**src/rtl/bsg_reduce_segmented_seq.sv**
```systemverilog
// bsg_reduce_segmented_seq: multi-cycle segmented xor/and/or/nor reducer
// that sweeps a shared datapath segs_per_cycle_p segments per cycle.
module bsg_reduce_segmented_seq #(
  parameter int segments_p = 1,
  parameter int segment_width_p = 1,
  parameter int segs_per_cycle_p = 1
) (
  input  logic                                  clk_i,
  input  logic                                  reset_i,
  input  logic                                  v_i,
  input  logic [segments_p*segment_width_p-1:0] data_i,
  input  logic [1:0]                            op_i,
  output logic                                  ready_o,
  output logic                                  v_o,
  output logic [segments_p-1:0]                 o,
  input  logic                                  yumi_i
);
  localparam int passes = (segments_p + segs_per_cycle_p - 1) / segs_per_cycle_p;
  localparam int cw = passes > 1 ? $clog2(passes) : 1;
  localparam int dw = segments_p * segment_width_p;
  localparam int pw = passes * segs_per_cycle_p * segment_width_p;
  localparam logic [1:0] idle_s = 2'd0, busy_s = 2'd1, done_s = 2'd2;
  logic [1:0] state;
  logic [cw-1:0] cnt;
  logic [dw-1:0] data_r;
  logic [1:0] op_r;
  logic [pw-1:0] pad;
  logic [segs_per_cycle_p-1:0] lane;
  logic [segments_p-1:0] o_n;
  logic last;
  function automatic logic red(input logic [segment_width_p-1:0] s, input logic [1:0] op);
    return op == 2'd0 ? ^s : op == 2'd1 ? &s : op == 2'd2 ? |s : ~|s;
  endfunction
  assign ready_o = state == idle_s;
  assign v_o = state == done_s;
  assign last = cnt == cw'(passes - 1);
  // zero padding keeps the final pass's spare lanes in range; they are never written to o
  always_comb begin
    pad = '0;
    pad[dw-1:0] = data_r;
    lane = '0;
    for (int l = 0; l < segs_per_cycle_p; l++)
      lane[l] = red(pad[(int'(cnt) * segs_per_cycle_p + l) * segment_width_p +: segment_width_p], op_r);
    o_n = o;
    for (int j = 0; j < segments_p; j++)
      if (cnt == cw'(j / segs_per_cycle_p)) o_n[j] = lane[j % segs_per_cycle_p];
  end
  always_ff @(posedge clk_i or posedge reset_i)
    if (reset_i) begin
      state <= idle_s;
      cnt <= '0;
      o <= '0;
      data_r <= '0;
      op_r <= '0;
    end else if (state == idle_s) begin
      if (v_i) begin
        data_r <= data_i;
        op_r <= op_i;
        cnt <= '0;
        o <= '0;
        state <= busy_s;
      end
    end else if (state == busy_s) begin
      o <= o_n;
      cnt <= last ? '0 : cnt + 1'b1;
      state <= last ? done_s : busy_s;
    end else if (yumi_i) begin
      state <= idle_s;
    end
  if (segments_p < 1) $error("segments_p must be >= 1");
  if (segment_width_p < 1) $error("segment_width_p must be >= 1");
  if (segs_per_cycle_p < 1 || segs_per_cycle_p > segments_p) $error("segs_per_cycle_p must be in 1..segments_p");
  yumi_check: assert property (@(posedge clk_i) disable iff (reset_i) yumi_i |-> v_o)
    else $error("yumi_i asserted while v_o is low");
endmodule

```
**config.mk**
```make
export PLATFORM = sky130hd
export DESIGN_NAME = bsg_reduce_segmented_seq
export DESIGN_NICKNAME = d
export VERILOG_FILES = /design/src/rtl/bsg_reduce_segmented_seq.sv
export SDC_FILE = /design/constraint.sdc
export NUM_CORES = 1
export LEC_CHECK = 0
export ABC_CLOCK_PERIOD_IN_PS = 1700
export CAP_MARGIN = 30
export CORE_AREA = 2 2 39 41
export CTS_CLUSTER_SIZE = 40
export DETAILED_ROUTE_END_ITERATION = 8
export DIE_AREA = 0 0 41 43
export PLACE_DENSITY_LB_ADDON = 0.2
export SYNTH_ARGS = -nofsm -noshare
export SYNTH_HDL_FRONTEND = slang
export SYNTH_SLANG_ARGS = --single-unit
```
**constraint.sdc**
```tcl
create_clock -name clk_i -period 1.7 [get_ports clk_i]
set_input_delay 0.34 -clock clk_i [delete_from_list [all_inputs] [get_ports clk_i]]
set_output_delay 0.34 -clock clk_i [all_outputs]
set_load 0.01 [all_outputs]
```
### Word-level counts from Yosys, hierarchy flattened

Cells that the tools add are included.

| operators by class | value |
|---|---|
| shift-type cells | 1 |
| eq/ne operators | 6 |
| reduce and logical (&&, ||, !) cells | 9 |
| add/sub/neg operators | 1 |
| multiplexer cells | 15 |

Operator list:

| cell | count |
|---|---|
| $mux W1 | 10 |
| $mux W2 | 5 |
| $reduce_and A2 Y1 | 3 |
| $eq A2 B1 Y1 const B | 2 |
| $eq A2 B2 Y1 const B | 2 |
| $logic_not A2 Y1 | 2 |
| $ne A2 B2 Y1 const B | 2 |
| $reduce_and A3 Y1 | 1 |
| $reduce_bool A3 Y1 | 1 |
| $reduce_bool A2 Y1 | 1 |
| $shiftx A1 B2 Y1 | 1 |
| $add A1 B1 Y1 const B | 1 |
| $logic_not A1 Y1 | 1 |

| storage, ports and cells | value |
|---|---|
| output and inout port bits | 3 |
| register bits | 7 |
| word-level logic and storage cells | 37 |
| input bits | 7 |

### Depth between registers and ports, before layout

| depth | value |
|---|---|
| depth after elaboration | 8 |
| depth in mapped cells | 3 |
| depth with buffers taken out | 3 |

### Worst setup path after synthesis

No wires, ideal clock.

| path | value |
|---|---|
| path kind | register to register |
| start | reg state[0] |
| end | reg data_r |
| stages on the path, launching flop included | 4 |
| path buffers | 0 |
| setup slack | 0.608 ns |
| library setup time | 0.125 ns |
| required time | 1.575 ns |
| arrival | 0.967 ns |
| cells stage by stage | dfrtp_1 > nor2_4 > nand2_4 > mux2_4 |

| on the way | value |
|---|---|
| cells in the longest elaborated chain, start to end | 2 |

RTL lines:

| what | RTL line | source |
|---|---|---|
| from (decl) | 23 | `logic [1:0] state;` |
| from (signal assigned) | 50 | `state <= idle_s;` |
| from (signal assigned) | 61 | `state <= busy_s;` |
| from (signal assigned) | 66 | `state <= last ? done_s : busy_s;` |
| $logic_not A2 Y1 | -- |  |
| via ready_o | 13 | `output logic ready_o,` |
| $reduce_and A2 Y1 (no line) | -- |  |
| to (signal assigned) | 57 | `data_r <= data_i;` |
| to (decl) | 25 | `logic [dw-1:0] data_r;` |

The timed path passes the listed nets, and every way through them passes these cells.
A chain may end at the register's enable or synchronous reset.

### Worst setup path after layout

| path | value |
|---|---|
| start | reg state[1] |
| end | out v_o |

| on the way | value |
|---|---|
| cells in the longest elaborated chain, start to end | 1 |

RTL lines:

| what | RTL line | source |
|---|---|---|
| $eq A2 B2 Y1 | 35 | `assign v_o = state == done_s;` |
| to (decl) | 14 | `output logic v_o,` |

Every way passes these cells.

==> impl_metrics.csv <==
group,metric,value,unit
pwr,p_int,471,µW
sta,hold_viol_final,0,
cells_and_area,nFillCells,148,
placement,dpl_worst_slack,0.191,ns
sta,period_share,89.1,%
cells_and_area,post_route_cells_drive_above_1_share,28.6,%
clock_tree,htree_levels,1,
die,dieArea,1760,µm²
placement,portBuffers,9,
grt,track_usage,8.78,%
sta,tightestPinTransition,0.229,ns
route,drc_errors,0,
setup_path,cp-end-kind,"output pin",
route,wl_met3,30,µm
cells_and_area,mostFrequentLayoutCells,"clkdlybuf4s50_1, dfrtp_1, mux2_4, o21ai_0, clkbuf_4",
yosys,synth_cell_type_count,12,
clock_tree,cts_tree,"built",
route,wl,524,µm
cells_and_area,final_common_cell,"clkdlybuf4s50_1",
placement,place.gp.congestion,0.645,
route,wl_met1,194,µm
die,initial_utilization,20.0,%
pwr,power.leakage,0.195,nW
sta,skew,0.00386,ns
clock_tree,cts.sinks,6,
run,drv_cap,0,
yosys,yosysTopAreaCellShare,54.3,%
yosys,synth_largest_area_cell,"dfrtp_1",
clock_tree,root_buffer,"clkbuf_4",
cells_and_area,syn2layout_area_growth,49.8,%
clock_tree,worstSkewPairLatency,0.25,ns
sta,relSlewSlack,84.7,%
setup_path,start_kind,"register",
sta,tns,0,ns
sta,setup_ws,0.185,ns
route,highest_layer,"met4",
setup_path,worstPathCellList,"and2b_2 -> dlygate4sd2_1",
grt,antenna_found_initial,0,
setup_path,crit_required,1.36,ns
yosys,netlist_area,277,µm²
die,ios,10,
die,fp.coreArea,1380,µm²
setup_path,crit_slowest_cell,"dfrtp_1",
route,drt-wirelength-per-cell,10.3,µm
placement,place_area,387,µm²
yosys,synth_area_per_cell,12.6,µm²
yosys,ys_ff_latch,6,
pwr,max-vdd-ir-drop,0.482,mV
route,detail-route-antenna-nets,0,
route,via_per_inst,4.14,
route,drt-initial-drc-count,3,
cells_and_area,final_nets,44,
die,die_w,41,µm
die,std_cell_rows,14,
pwr,pwr-share-clk,19.4,%
clock_tree,cts_hold_repair.buffers,0,
cells_and_area,fin_util,29.9,%
yosys,synth_cells,22,
cells_and_area,final_cells,51,
grt,grt_pass1_vias,231,
route,dr.pass1.iters,2,
setup_path,critPathMaxFanout,6,
cells_and_area,finish.instance_area,414,µm²
clock_tree,clk_pin_slew,0.05,ns
route,vias,211,
sta,fmax,0.660,GHz
clock_tree,clk_path_buf_depth,2,
setup_path,cpPeakStageDelay,0.44,ns
pwr,pwr-share-seq,38.7,%
clock_tree,cts_made_buffers,3,
yosys,synth_area_leaders,"dfrtp_1, mux2_4, o21ai_0",
pwr,switching_share,32.4,%
placement,hpwl,400,µm
pwr,comb_power_share,41.9,%
outcome,status,"finished, final reports clean",
placement,dpl.cell_count,47,
sta,maxSlewViolCount,0,
setup_path,critPathKind,"reg -> out",
min_path,hp-class,"in -> async",
die,die_y,43,µm
sta,setup_viol,0,
yosys,synth_warnings,0,
route,wl_met2,282,µm
cells_and_area,antenna_cells,0,
grt,grt_overflow,0,
pwr,total_power,697,µW
setup_path,cp_data_arrival_time,1.17,ns
sta,whs,0.300,ns
sta,period_needed,1.51,ns
sta,rsz0062_at_grt,"no",
pwr,p_per_area,1680,nW/µm²
yosys,syn-num-nets,29,
grt,grt_pass1_wl,931,µm
grt,grt_max_degree,7,
pwr,p_sw,226,µW
yosys,ys_seq_area_share,54.3,%
## layout make-up
| type | instances | area [µm²] | area share (%) |
|---|---|---|---|
| tap | 16 | 20.0 | 4.83 |
| clock buffer | 3 | 22.5 | 5.44 |
| sequential | 6 | 150 | 36.3 |
| inverter | 1 | 3.75 | 0.906 |
| timing repair buffer | 10 | 95.1 | 23.0 |
| multi-input combinational | 15 | 123 | 29.6 |
## metal layers
metal	vias to the layer above	GRT usage, %
met2	5	11.9
met3	2	6.28
met5	-	0
li1	100	-
met1	104	8.17
met4	0	8.00
## power by group through the flow
stage / combinational [mW] / sequential [mW] / clock [mW]
floorplan: 0.192 / 0.268 / 0
global placement: 0.295 / 0.272 / 0
detailed placement: 0.298 / 0.277 / 0
CTS: 0.298 / 0.270 / 0.141
global route: 0.320 / 0.281 / 0.153
finish: 0.292 / 0.270 / 0.135
## path summary, 6_finish.rpt
kind                            startpoint  endpoint  slack [ns]  depth (start not counted)
worst max-delay path              state[1]       v_o        0.19                          2
worst min-delay path               reset_i         o        0.30                          2
worst max register to register    state[1]   op_r[1]        0.61                          3
worst min register to register     op_r[1]   op_r[1]        0.51                          1
max in group asynchronous          reset_i   op_r[1]        1.21                          2
min in group clk_i                 op_r[1]   op_r[1]        0.51                          1
## what timing repair did
item	4_1_cts	5_1_grt
setup buffers	1	0
endpoints found under the setup margin	2	0
gates resized for setup	2	0
## cell families after synthesis
family	synth area share, %
DFF	54.3
buffers and inverters	1.36
AOI/OAI and AO/OA	7.24
xor gates and xnor gates	3.17
and+or+nand+nor	17.6
muxes	16.3
## flip-flops by register name, summed over array words and instances, names as in the netlist
register,flops
state,2
data_r,1
op_r,2
o,1
## critical path, delay by kind of cell (launching register included)
| family | cells | cell delay (ns) |
|---|---|---|
| flops | 1 | 0.44 |
| simple gates | 1 | 0.22 |
| buf+inv | 1 | 0.27 |
## Yosys cell counts
master    n
a21oi_1   1
and2b_2   1
dfrtp_1   6
inv_1     1
mux2_4    3
nand2_1   2
nand2_4   1
nand2b_1  1
nor2_1    1
nor2_4    1
o21ai_0   3
xor2_1    1
No activity file was read; power rests on OpenSTA's default activity.
==> RTL edit, RTL diff (config.mk and constraints unchanged) <==
Reset style: synchronous (`reset_i`), changed in one clocked block.
--- a/src/rtl/bsg_reduce_segmented_seq.sv
+++ b/src/rtl/bsg_reduce_segmented_seq.sv
@@ -46,5 +46,5 @@
       if (cnt == cw'(j / segs_per_cycle_p)) o_n[j] = lane[j % segs_per_cycle_p];
   end
-  always_ff @(posedge clk_i or posedge reset_i)
+  always_ff @(posedge clk_i)
     if (reset_i) begin
       state <= idle_s;
Function: differs if reset_i is asserted again (counterexample within 4 cycles, from zero or initial values and one cycle with reset_i high); with reset_i held inactive, the same outputs for 10 cycles.
==> RTL edit against the unedited design <==
Final area shrank 5.7%. Non-clock buffer count shrank 1. First-iteration DRC count down 67%. Sequential cell count is the same. Highest routed layer unchanged. Register-to-register slack better by 0.03 ns. Critical endpoint unchanged. Worst hold slack better by 0.20 ns. Synthesized area decreased by 9.0%. Global-route usage down 0.82 points. Via count up 5.2%. Setup slack got worse by 0.11 ns. Routed wire length decreased by 2.7%.
Power is not compared: it rests on default switching activity, and its combinational part moved more than twofold at a synthesized area within 25%.
==> RTL edit: results (changes against the unedited design) <==
run_status:
  status: "completed"  # unchanged
yosys:
  synthTopCellsByArea: "dfxtp_1 48%, mux2i_1 12%, nor2_1 9.0%"  # was dfrtp_1 54%, mux2_4 16%, o21ai_0 5.4%
  synth_flop_cell: "dfxtp_1"  # was dfrtp_1
  synth_nets: 33  # was 29
  synth_common_cells: "6 x dfxtp_1, 6 x nor2_1, 3 x mux2i_1"  # was 6 x dfrtp_1, 3 x mux2_4, 3 x o21ai_0
  ys_seq_area_share_pct: 47.8  # was 54.3%
  synthArstFlopShare_pct: 0  # was 100%
critical_path:
  crit_arrival_ns: 1.28  # was 1.17 ns
  path_max_fanout: 7  # was 6
finish:
  multi_input_area_share_pct: 31.7  # was 29.6%
  fin_nets: 47  # was 44
  n_fill_cell: 146  # was 148
  drive_gt1_share_pct: 13.2  # was 28.6%
  clock_area_share_pct: 5.77  # was 5.44%
  multi_input_gates: 18  # was 15
  buffers: 9  # was 10
  inv_count: 2  # was 1
  final-seq-area_um2: 124  # was 150 um2
  buf_share_pct: 23.7  # was 23.0%
  design_area_um2: 390  # was 414 um2
global_route:
  grt_pass1_wl_um: 821  # was 931 um
  first_global_vias: 198  # was 231
  met2_usage_pct: 9.38  # was 11.9%
  grt_use_met3_pct: 4.71  # was 6.28%
  gr-usage-met1_pct: 8.12  # was 8.17%
  grt_max_degree: 8  # was 7
drt:
  dr_wl_met3_um: 51  # was 30 um
  met1Wirelength_um: 228  # was 194 um
  vias_per_cell: 4.11  # was 4.14
  wl_met2_um: 221  # was 282 um
  drt-initial-drc-count: 1  # was 3
sta:
  tightest_slew_ns: 0.288  # was 0.229 ns
clocking:
  cts_setup_buffers: 0  # was 1
place:
  gp_congestion: 0.642  # was 0.645
  postPlaceCellArea_um2: 362  # was 387 um2
min_path:
  hp-class: "flop to flop"  # was input pin to asynchronous set/reset pin
-- RTL edit: path summary, 6_finish.rpt --
kind,cells after the start,end,start,slack (ns)
min,1,state[1]$_SDFFE_PP0P_,state[1]$_SDFFE_PP0P_,0.50
max reg2reg,3,op_r[0]$_SDFFE_PP0P_,state[0]$_SDFFE_PP0P_,0.64
min reg2reg,1,state[1]$_SDFFE_PP0P_,state[1]$_SDFFE_PP0P_,0.50
max,2,v_o,state[1]$_SDFFE_PP0P_,0.08
-- RTL edit: repair_timing --
item	CTS	global route
gates resized for setup	1	2
endpoints found under the hold margin	0	0
endpoints found under the setup margin	1	2
cloned	0	0
-- RTL edit: logic make-up (layout without fill, tap and decap cells) --
kind of cell / count (synthesis) / in the layout / synth area share (%)
muxes: 3 / 3 / 11.9
and+or+nand+nor: 10 / 10 / 22.9
DFF: 6 / 6 / 47.8
buffers and inverters: 2 / 14 / 2.99
xor gates and xnor gates: 1 / 1 / 3.48
AOI/OAI and AO/OA: 4 / 4 / 10.9
-- RTL edit: stage by stage --
step | total power, W | hold slack [ns] | setup slack (ns) | std cells
finish | 0.000347 | 0.495 | 0.0792 | 54
global route | 0.000371 | 0.503 | 0.0297 | 54
CTS | 0.000358 | 0.504 | 0.0347 | 54
detailed placement | 0.000221 | 0.491 | 0.157 | 51
global placement | 0.000219 | 0.476 | 0.165 | 51
floorplan | 0.000189 | 0.412 | 0.697 | 26
-- RTL edit: worst max-delay path: stages (launching register included) --
cell             delay (ns)
dfxtp_4                0.38
nor2b_1                0.13
clkdlybuf4s50_1        0.53
-- RTL edit: power breakdown --
group | internal (W) | leakage [nW] | switching (W)
Clock | 0.0000798 | 0.0138 | 0.0000505
Sequential | 0.000151 | 0.0499 | 0.0000103
Combinational | 0.0000349 | 0.0914 | 0.0000208
